`src/rtl/ahb_pkg.sv`:
```
// ---------------------------------------------------------------------------
// ahb_pkg
// Shared AHB definitions for the two-master arbiter:
//   - HTRANS transfer-type encodings
//   - HBURST burst-type encodings
//   - arbiter FSM state encoding
//   - beat-counter load values per burst length, plus a lookup helper
// ---------------------------------------------------------------------------
package ahb_pkg;

   // Transfer type driven on the muxed address phase
   typedef enum logic [1:0] {
      HTRANS_IDLE   = 2'b00,
      HTRANS_BUSY   = 2'b01,
      HTRANS_NONSEQ = 2'b10,
      HTRANS_SEQ    = 2'b11
   } htrans_e;

   // Burst type driven on the muxed address phase
   localparam logic [2:0] HBURST_SINGLE = 3'b000;
   localparam logic [2:0] HBURST_INCR   = 3'b001;
   localparam logic [2:0] HBURST_WRAP4  = 3'b010;
   localparam logic [2:0] HBURST_INCR4  = 3'b011;
   localparam logic [2:0] HBURST_WRAP8  = 3'b100;
   localparam logic [2:0] HBURST_INCR8  = 3'b101;
   localparam logic [2:0] HBURST_WRAP16 = 3'b110;
   localparam logic [2:0] HBURST_INCR16 = 3'b111;

   // Arbiter FSM states
   typedef enum logic [1:0] {
      ST_PARK   = 2'b00,  // nobody requesting, default master parked on the bus
      ST_OWN    = 2'b01,  // a requesting master owns the bus
      ST_LOCKED = 2'b10   // owner holds HLOCK, no rearbitration
   } arb_state_e;

   // Beat-counter load values: beats remaining after the NONSEQ beat
   localparam logic [3:0] BEAT_LOAD_NONE = 4'd0;
   localparam logic [3:0] BEAT_LOAD_4    = 4'd3;
   localparam logic [3:0] BEAT_LOAD_8    = 4'd7;
   localparam logic [3:0] BEAT_LOAD_16   = 4'd15;

   function automatic logic [3:0] burst_load(input logic [2:0] hburst);
      logic [3:0] val;
      case (hburst)
         HBURST_WRAP4,  HBURST_INCR4:  val = BEAT_LOAD_4;
         HBURST_WRAP8,  HBURST_INCR8:  val = BEAT_LOAD_8;
         HBURST_WRAP16, HBURST_INCR16: val = BEAT_LOAD_16;
         default:                      val = BEAT_LOAD_NONE;
      endcase
      return val;
   endfunction

endpackage

```
`src/rtl/ahb_burst_cnt.sv`:
```
// ---------------------------------------------------------------------------
// ahb_burst_cnt
// Tracks the beats of a fixed-length burst on the muxed address phase and
// flags the beat on which the arbiter may hand the bus over.
//
// Ports
//   clk        in   bus clock
//   rst        in   synchronous active-high reset (clears the count)
//   hready     in   bus-wide ready; a beat is accepted only when high
//   htrans     in   transfer type of the current address phase
//   hburst     in   burst type of the current address phase
//   count      out  beats still expected after the current one
//   last_beat  out  the current address phase is an accepted final beat
//   busy       out  a fixed-length burst is in progress (count != 0)
// ---------------------------------------------------------------------------
module ahb_burst_cnt
   import ahb_pkg::*;
(
   input  logic       clk,
   input  logic       rst,
   input  logic       hready,
   input  logic [1:0] htrans,
   input  logic [2:0] hburst,
   output logic [3:0] count,
   output logic       last_beat,
   output logic       busy
);

   logic acc_nonseq;
   logic acc_seq;

   assign acc_nonseq = hready && (htrans == HTRANS_NONSEQ);
   assign acc_seq    = hready && (htrans == HTRANS_SEQ);

   // A SINGLE is complete on its NONSEQ beat. INCR also loads zero but is
   // open-ended, so it is never flagged here; its SEQ beats find count=0 and
   // neither decrement nor terminate.
   assign last_beat = (acc_nonseq && (hburst == HBURST_SINGLE)) ||
                      (acc_seq && (count == 4'd1));

   assign busy = (count != 4'd0);

   // BUSY, IDLE and wait states all leave the count untouched
   always_ff @(posedge clk) begin
      if (rst) begin
         count <= 4'd0;
      end else if (acc_nonseq) begin
         count <= burst_load(hburst);
      end else if (acc_seq && (count != 4'd0)) begin
         count <= count - 4'd1;
      end
   end

endmodule

```
`src/rtl/ahb_arbiter_m2.sv`:
```
// ---------------------------------------------------------------------------
// ahb_arbiter_m2
// Two-master AHB bus arbiter with parking, burst-aware handover and locked
// transfers. HGRANT is decoded from a registered owner index, so it is
// one-hot in every cycle and changes one cycle after the arbitration
// decision.
//
// Configuration macro: AHB_ARB_ROUND_ROBIN_EN
//   defined   -> ties go to the master not served last (last-served pointer)
//   undefined -> fixed priority, master 0 wins ties
//
// Parameter
//   DEFAULT_MASTER  master parked on the bus when nobody requests
//
// Ports
//   HCLK            in   bus clock, rising edge
//   HRESET          in   synchronous active-high reset
//   HBUSREQ[1:0]    in   per-master bus request
//   HLOCK[1:0]      in   per-master locked-transfer request
//   HTRANS[1:0]     in   transfer type of the muxed address phase
//   HBURST[2:0]     in   burst type of the muxed address phase
//   HREADY          in   bus-wide ready; nothing changes while low
//   HGRANT[1:0]     out  one-hot grant
//   HMASTER         out  master owning the current address phase
//   HMASTLOCK       out  lock status of the current address phase
//   dbg_state       out  FSM state
//   dbg_beat_cnt    out  beat counter value
//   dbg_burst_busy  out  fixed-length burst in progress
//
// Handshake: a transfer phase is accepted on a rising edge where HREADY=1.
// Every state, grant, HMASTER and HMASTLOCK update is qualified by that
// acceptance, so all of them hold through wait states.
// ---------------------------------------------------------------------------
module ahb_arbiter_m2
   import ahb_pkg::*;
#(
   parameter int DEFAULT_MASTER = 0
)
(
   input  logic       HCLK,
   input  logic       HRESET,
   input  logic [1:0] HBUSREQ,
   input  logic [1:0] HLOCK,
   input  logic [1:0] HTRANS,
   input  logic [2:0] HBURST,
   input  logic       HREADY,
   output logic [1:0] HGRANT,
   output logic       HMASTER,
   output logic       HMASTLOCK,
   output arb_state_e dbg_state,
   output logic [3:0] dbg_beat_cnt,
   output logic       dbg_burst_busy
);

   localparam logic DM = 1'(DEFAULT_MASTER);

   arb_state_e state_q, state_d;
   logic       owner_q, owner_d;
   logic       hmaster_q;
   logic       hmastlock_q;
   logic       winner;
   logic       arb_now;
   logic       last_beat;
   logic       trans_idle;

   ahb_burst_cnt u_burst_cnt (
      .clk       (HCLK),
      .rst       (HRESET),
      .hready    (HREADY),
      .htrans    (HTRANS),
      .hburst    (HBURST),
      .count     (dbg_beat_cnt),
      .last_beat (last_beat),
      .busy      (dbg_burst_busy)
   );

   assign trans_idle = (HTRANS == HTRANS_IDLE);

   // Arbitration happens this cycle: always while parked, in OWN only at a
   // handover point (unless the owner is asking for a lock, which wins),
   // and in LOCKED only once the owner releases the lock on an IDLE phase.
   always_comb begin
      arb_now = 1'b0;
      if (HREADY) begin
         case (state_q)
            ST_PARK:   arb_now = 1'b1;
            ST_OWN:    arb_now = !HLOCK[owner_q] &&
                                 (!HBUSREQ[owner_q] || trans_idle || last_beat);
            ST_LOCKED: arb_now = !HLOCK[owner_q] && trans_idle;
            default:   arb_now = 1'b0;
         endcase
      end
   end

   // Winner among requesters; only meaningful when some HBUSREQ is set
`ifdef AHB_ARB_ROUND_ROBIN_EN
   logic last_srv_q;

   always_comb begin
      winner = ~HBUSREQ[0];
      if (&HBUSREQ) begin
         winner = ~last_srv_q;
      end
   end

   // Moves on every award to a requester, even if the owner is unchanged,
   // so that a parked master that wins a tie yields the next one.
   always_ff @(posedge HCLK) begin
      if (HRESET) begin
         last_srv_q <= 1'b1;
      end else if (arb_now && (|HBUSREQ)) begin
         last_srv_q <= winner;
      end
   end
`else
   assign winner = ~HBUSREQ[0];
`endif

   // FSM next state and next owner
   always_comb begin
      state_d = state_q;
      owner_d = owner_q;
      case (state_q)
         ST_PARK, ST_OWN, ST_LOCKED: begin
            if (arb_now) begin
               if (|HBUSREQ) begin
                  state_d = ST_OWN;
                  owner_d = winner;
               end else begin
                  state_d = ST_PARK;
                  owner_d = DM;
               end
            end else if ((state_q == ST_OWN) && HREADY && HLOCK[owner_q]) begin
               state_d = ST_LOCKED;
            end
         end
         default: begin
            state_d = ST_PARK;
            owner_d = DM;
         end
      endcase
   end

   // FSM state register, owner and address-phase ownership
   always_ff @(posedge HCLK) begin
      if (HRESET) begin
         state_q     <= ST_PARK;
         owner_q     <= DM;
         hmaster_q   <= DM;
         hmastlock_q <= 1'b0;
      end else begin
         state_q <= state_d;
         owner_q <= owner_d;
         // The master granted at an accepting edge owns the next address phase
         if (HREADY) begin
            hmaster_q   <= owner_q;
            hmastlock_q <= HLOCK[owner_q];
         end
      end
   end

   assign HGRANT    = owner_q ? 2'b10 : 2'b01;
   assign HMASTER   = hmaster_q;
   assign HMASTLOCK = hmastlock_q;
   assign dbg_state = state_q;

endmodule

```
`config.mk`:
```
export PLATFORM = sky130hd
export DESIGN_NAME = ahb_arbiter_m2
export DESIGN_NICKNAME = d
export VERILOG_FILES = /design/src/rtl/ahb_pkg.sv /design/src/rtl/ahb_burst_cnt.sv /design/src/rtl/ahb_arbiter_m2.sv
export SDC_FILE = /design/constraint.sdc
export NUM_CORES = 1
export LEC_CHECK = 0
export BUFFER_PORTS_ARGS = -buffer_cell sky130_fd_sc_hd__buf_2
export CORE_ASPECT_RATIO = 0.9
export CORE_MARGIN = 4
export CORE_UTILIZATION = 34
export CTS_CLUSTER_SIZE = 28
export DETAILED_ROUTE_END_ITERATION = 6
export PLACE_DENSITY = 0.59
export SLEW_MARGIN = 20
export SYNTH_ARGS = -nofsm -noshare
export SYNTH_HDL_FRONTEND = slang
export SYNTH_SLANG_ARGS = --single-unit
```
`constraint.sdc`:
```
create_clock -name HCLK -period 4.4 [get_ports HCLK]
set_input_delay 0.22 -clock HCLK [delete_from_list [all_inputs] [get_ports HCLK]]
set_output_delay 0.22 -clock HCLK [all_outputs]
set_load 0.05 [all_outputs]
```
==> results.txt <==
The sequential power share is 36.7%. The flow ran to the end, and the final reports show no timing, DRC or antenna violations. The required time at the endpoint of the critical path is 4180 ps. TritonCTS built the clock tree. Before antenna repair, the detailed router went through 4 iterations. The die span in x came out at 53.8 µm. The net count reported at finish is 117. At the pin with the least slew margin, the transition time is 373 ps. Leaving out fill and tap cells, the most frequent cell in the layout is sky130_fd_sc_hd__buf_2.

The pin count of the biggest net entering global routing came out at 9. The worst max-slew margin expressed relative to the limit is 75.1%. The CTS buffer count came out at 3.

The power per cell area came out at 337 mW/mm². The power share of the combinational group is 38.9%. The critical path is of the flip-flop to output pin type. The last weighted congestion value of the routability-driven placer came out at 0.805. The post-CTS setup buffer count is 0. The final antenna diode count is 0. Traced cell by cell, the critical path runs through inv_1 > ha_1 > or3b_2 > buf_2. The synthesized area divided by synthesized cell count is 8.67 µm². The slowest stage cell on the critical path is sky130_fd_sc_hd__or3b_2. The number of clock sinks seen by CTS came out at 9. The post-route minimum period is 1860 ps. After synthesis, flip-flops and latches occupy 28.1% of the total area. The wire length after detailed routing came out at 1490 µm.

For this configuration, the core starts out at a cell density of 37.0%. The global-route wire length before repair came out at 2470 µm. The final count of hold timing violations is 0. The highest net fanout along the worst path is 5.

The via density per instance is 4.92. The worst setup path is launched from a flip-flop. For the final routed database, the setup TNS stands at 0 ps. Setup repair after global routing left no endpoint under its margin. In this run the number of H-tree levels came out at 1. The floorplan step defined a die boundary enclosing 0.00265 mm². The number of different library cells in the post-synthesis netlist is 28. For this run, the number of standard cells in the final layout without fillers is 121. Setup violations remaining at the end of the flow were counted as 0.

Net switching is 40.6% of the power. The via count of the first global-routing pass is 544. The root buffer cell chosen for the clock tree is sky130_fd_sc_hd__clkbuf_4.

The average detailed-routed wire length per instance came out at 12.3 µm. The tightest min-delay check is of the primary input to flip-flop type. The count of input and output buffers came out at 22. The remaining antenna violation count after routing is 0. The number of nets in the synthesized netlist came out at 93. The worst setup path is captured at an output pin. At the later pin of the worst-skew pair, clock insertion delay measures 260 ps.

The initial DRC count came out at 14. The vias after detailed routing is 595. The achievable clock frequency came out at 0.539 GHz.

The count of boundary I/O pins is 23. From synthesis to final layout, the design area changed by 22.4%. The total count of max-transition violations in the final report is 0. The instance count of the mapped netlist is 74. The cell count after placement came out at 117. The all-layer global routing usage is 12.8%. The area inside the core boundary is 0.00173 mm². The Yosys step of the flow raised 0 warnings. The tool flagged a number of max-cap violations equal to 0. In the final layout, the share of cells above drive strength 1 is 28.9%. The floorplan step set the die height to 49.2 µm. The global-route congestion overflow total came out at 0. The highest cell delay on the worst timing path is 480 ps. Leaving out fill and tap cells, the most frequent cells in the layout are sky130_fd_sc_hd__buf_2, sky130_fd_sc_hd__dfxtp_1, sky130_fd_sc_hd__nor2_1, sky130_fd_sc_hd__ha_1, sky130_fd_sc_hd__inv_1.

The part of the cycle the worst path needs is 42.2%. The cell area after technology mapping is 642 µm². The internal power of the cells totals 157 µW. The clock network fraction of design power came out at 24.4%. The leakage power came out at 0.349 nW. The number of register bits inferred by synthesis came out at 9.

The number of antenna violations at the first check in global routing came out at 0. For this design the total switching power over the nets is 107 µW. The placed wire-length estimate after detailed placement is 1160 µm. The peak supply drop is 0.000167 V. The number of buffer and inverter stages on the critical path came out at 2.

The clock-pin slew on the worst setup and hold paths came out at 60 ps. The maximum clock path buffer count is 2. Gates resized during post-CTS repair numbered 0. STA puts the critical path data arrival time at 1640 ps.

On the final layout, the worst clock skew is 2.06 ps. The standard-cell row count is 14. The number of buffers inserted by hold repair at cts is 0.

The kind of cell with the highest combined delay on the critical path is simple AND/OR/NAND/NOR gates. In the routed design, unresolved DRC markers number 0. The fill cell total of the finished layout came out at 194.
## routing by layer
layer  wire length [µm]  track usage [%]  vias up
li1                   -                -      309
met5                  0                0        -
met4                 10             5.11        0
met3                116             5.81        2
met1                713             17.3      262
met2                651             17.1       22
## worst register-to-register path, delay by kind of cell (launching register included)
family                   cells  cell delay [ps]
buffers and inverters        1              110
XOR/XNOR                     1               70
AO/OA/AOI/OAI                1              250
AND/OR/NAND/NOR              2              590
flip-flops                   1              360
adder cells (fa/ha/maj)      1              190
## kinds of logic (layout without fill, tap and decap cells)
family,Yosys count,after routing,share of synthesized area [%]
buffers and inverters,9,32,7.02
AOI/OAI and AO/OA,18,18,19.3
and+or+nand+nor,24,24,21.4
adders and majority gates,7,7,13.6
muxes,5,5,7.80
DFF,9,9,28.1
xor gates and xnor gates,2,2,2.73
## state kept, by name, summed over array words and instances (netlist names)
name / cells
HMASTLOCK: 1
u_burst_cnt.count: 4
owner_q: 1
dbg_state: 2
HMASTER: 1
## layout make-up
cell class / count / area, µm² / share of cell area [%]
sequential: 9 / 180 / 22.9
timing repair buffer: 22 / 110 / 14.0
clock buffer: 4 / 26.3 / 3.34
multi-input combinational: 56 / 417 / 53.0
inverter: 6 / 22.5 / 2.87
tap: 24 / 30.0 / 3.82
## synthesized netlist by cell type
library cell	count	area (µm²)
sky130_fd_sc_hd__dfxtp_1	9	180
sky130_fd_sc_hd__ha_1	7	87.6
sky130_fd_sc_hd__nor2_1	7	26.3
sky130_fd_sc_hd__inv_1	6	22.5
sky130_fd_sc_hd__a21oi_1	5	25.0
sky130_fd_sc_hd__mux2i_1	5	50.1
sky130_fd_sc_hd__a211oi_1	3	22.5
sky130_fd_sc_hd__nand2_1	3	11.3
sky130_fd_sc_hd__nand3_1	3	15.0
sky130_fd_sc_hd__nor3_1	3	15.0
sky130_fd_sc_hd__o21bai_1	3	22.5
sky130_fd_sc_hd__a31oi_1	2	12.5
sky130_fd_sc_hd__nand3b_1	2	15.0
sky130_fd_sc_hd__o21ai_0	2	10.0
sky130_fd_sc_hd__a2111oi_0	1	8.76
sky130_fd_sc_hd__a311oi_2	1	15.0
sky130_fd_sc_hd__and2_1	1	6.26
sky130_fd_sc_hd__buf_4	1	7.51
sky130_fd_sc_hd__buf_6	1	11.3
sky130_fd_sc_hd__clkbuf_1	1	3.75
sky130_fd_sc_hd__nand3b_4	1	20.0
sky130_fd_sc_hd__nand4_1	1	6.26
sky130_fd_sc_hd__nor2b_1	1	6.26
sky130_fd_sc_hd__o211ai_1	1	7.51
sky130_fd_sc_hd__or3b_2	1	8.76
sky130_fd_sc_hd__or4_1	1	7.51
sky130_fd_sc_hd__xnor2_1	1	8.76
sky130_fd_sc_hd__xor2_1	1	8.76
## through the flow
| stage | utilization [%] | setup WS (ps) | total power [mW] | instance area, µm² | hold WS, ps |
|---|---|---|---|---|---|
| floorplan | - | 2380 | 0.177 | 642 | 386 |
| global placement | 43.8 | 2710 | 0.201 | 759 | 480 |
| detailed placement | 43.8 | 2710 | 0.201 | 759 | 488 |
| CTS | 45.3 | 2550 | 0.265 | 786 | 236 |
| global route | 45.3 | 2470 | 0.280 | 786 | 243 |
| finish | 45.3 | 2540 | 0.264 | 786 | 236 |
## path summary, 6_finish.rpt
check	slack (ps)	from	cells after the start	to
max	2540	u_burst_cnt.count[0]	4	dbg_burst_busy
min	240	HRESET	2	HMASTLOCK
max reg2reg	2730	u_burst_cnt.count[0]	6	u_burst_cnt.count[2]
min reg2reg	490	HMASTER	2	HMASTER
## power groups by stage
| stage | logic (mW) | registers [mW] | clock network, mW |
|---|---|---|---|
| after global routing | 0.111 | 0.0985 | 0.0703 |
| after CTS | 0.103 | 0.0971 | 0.0651 |
| after floorplan | 0.0572 | 0.120 | 0 |
| after detailed placement | 0.103 | 0.0987 | 0 |
| final | 0.103 | 0.0971 | 0.0645 |
| after global placement | 0.102 | 0.0990 | 0 |
Power figures use the tool's default switching activity.
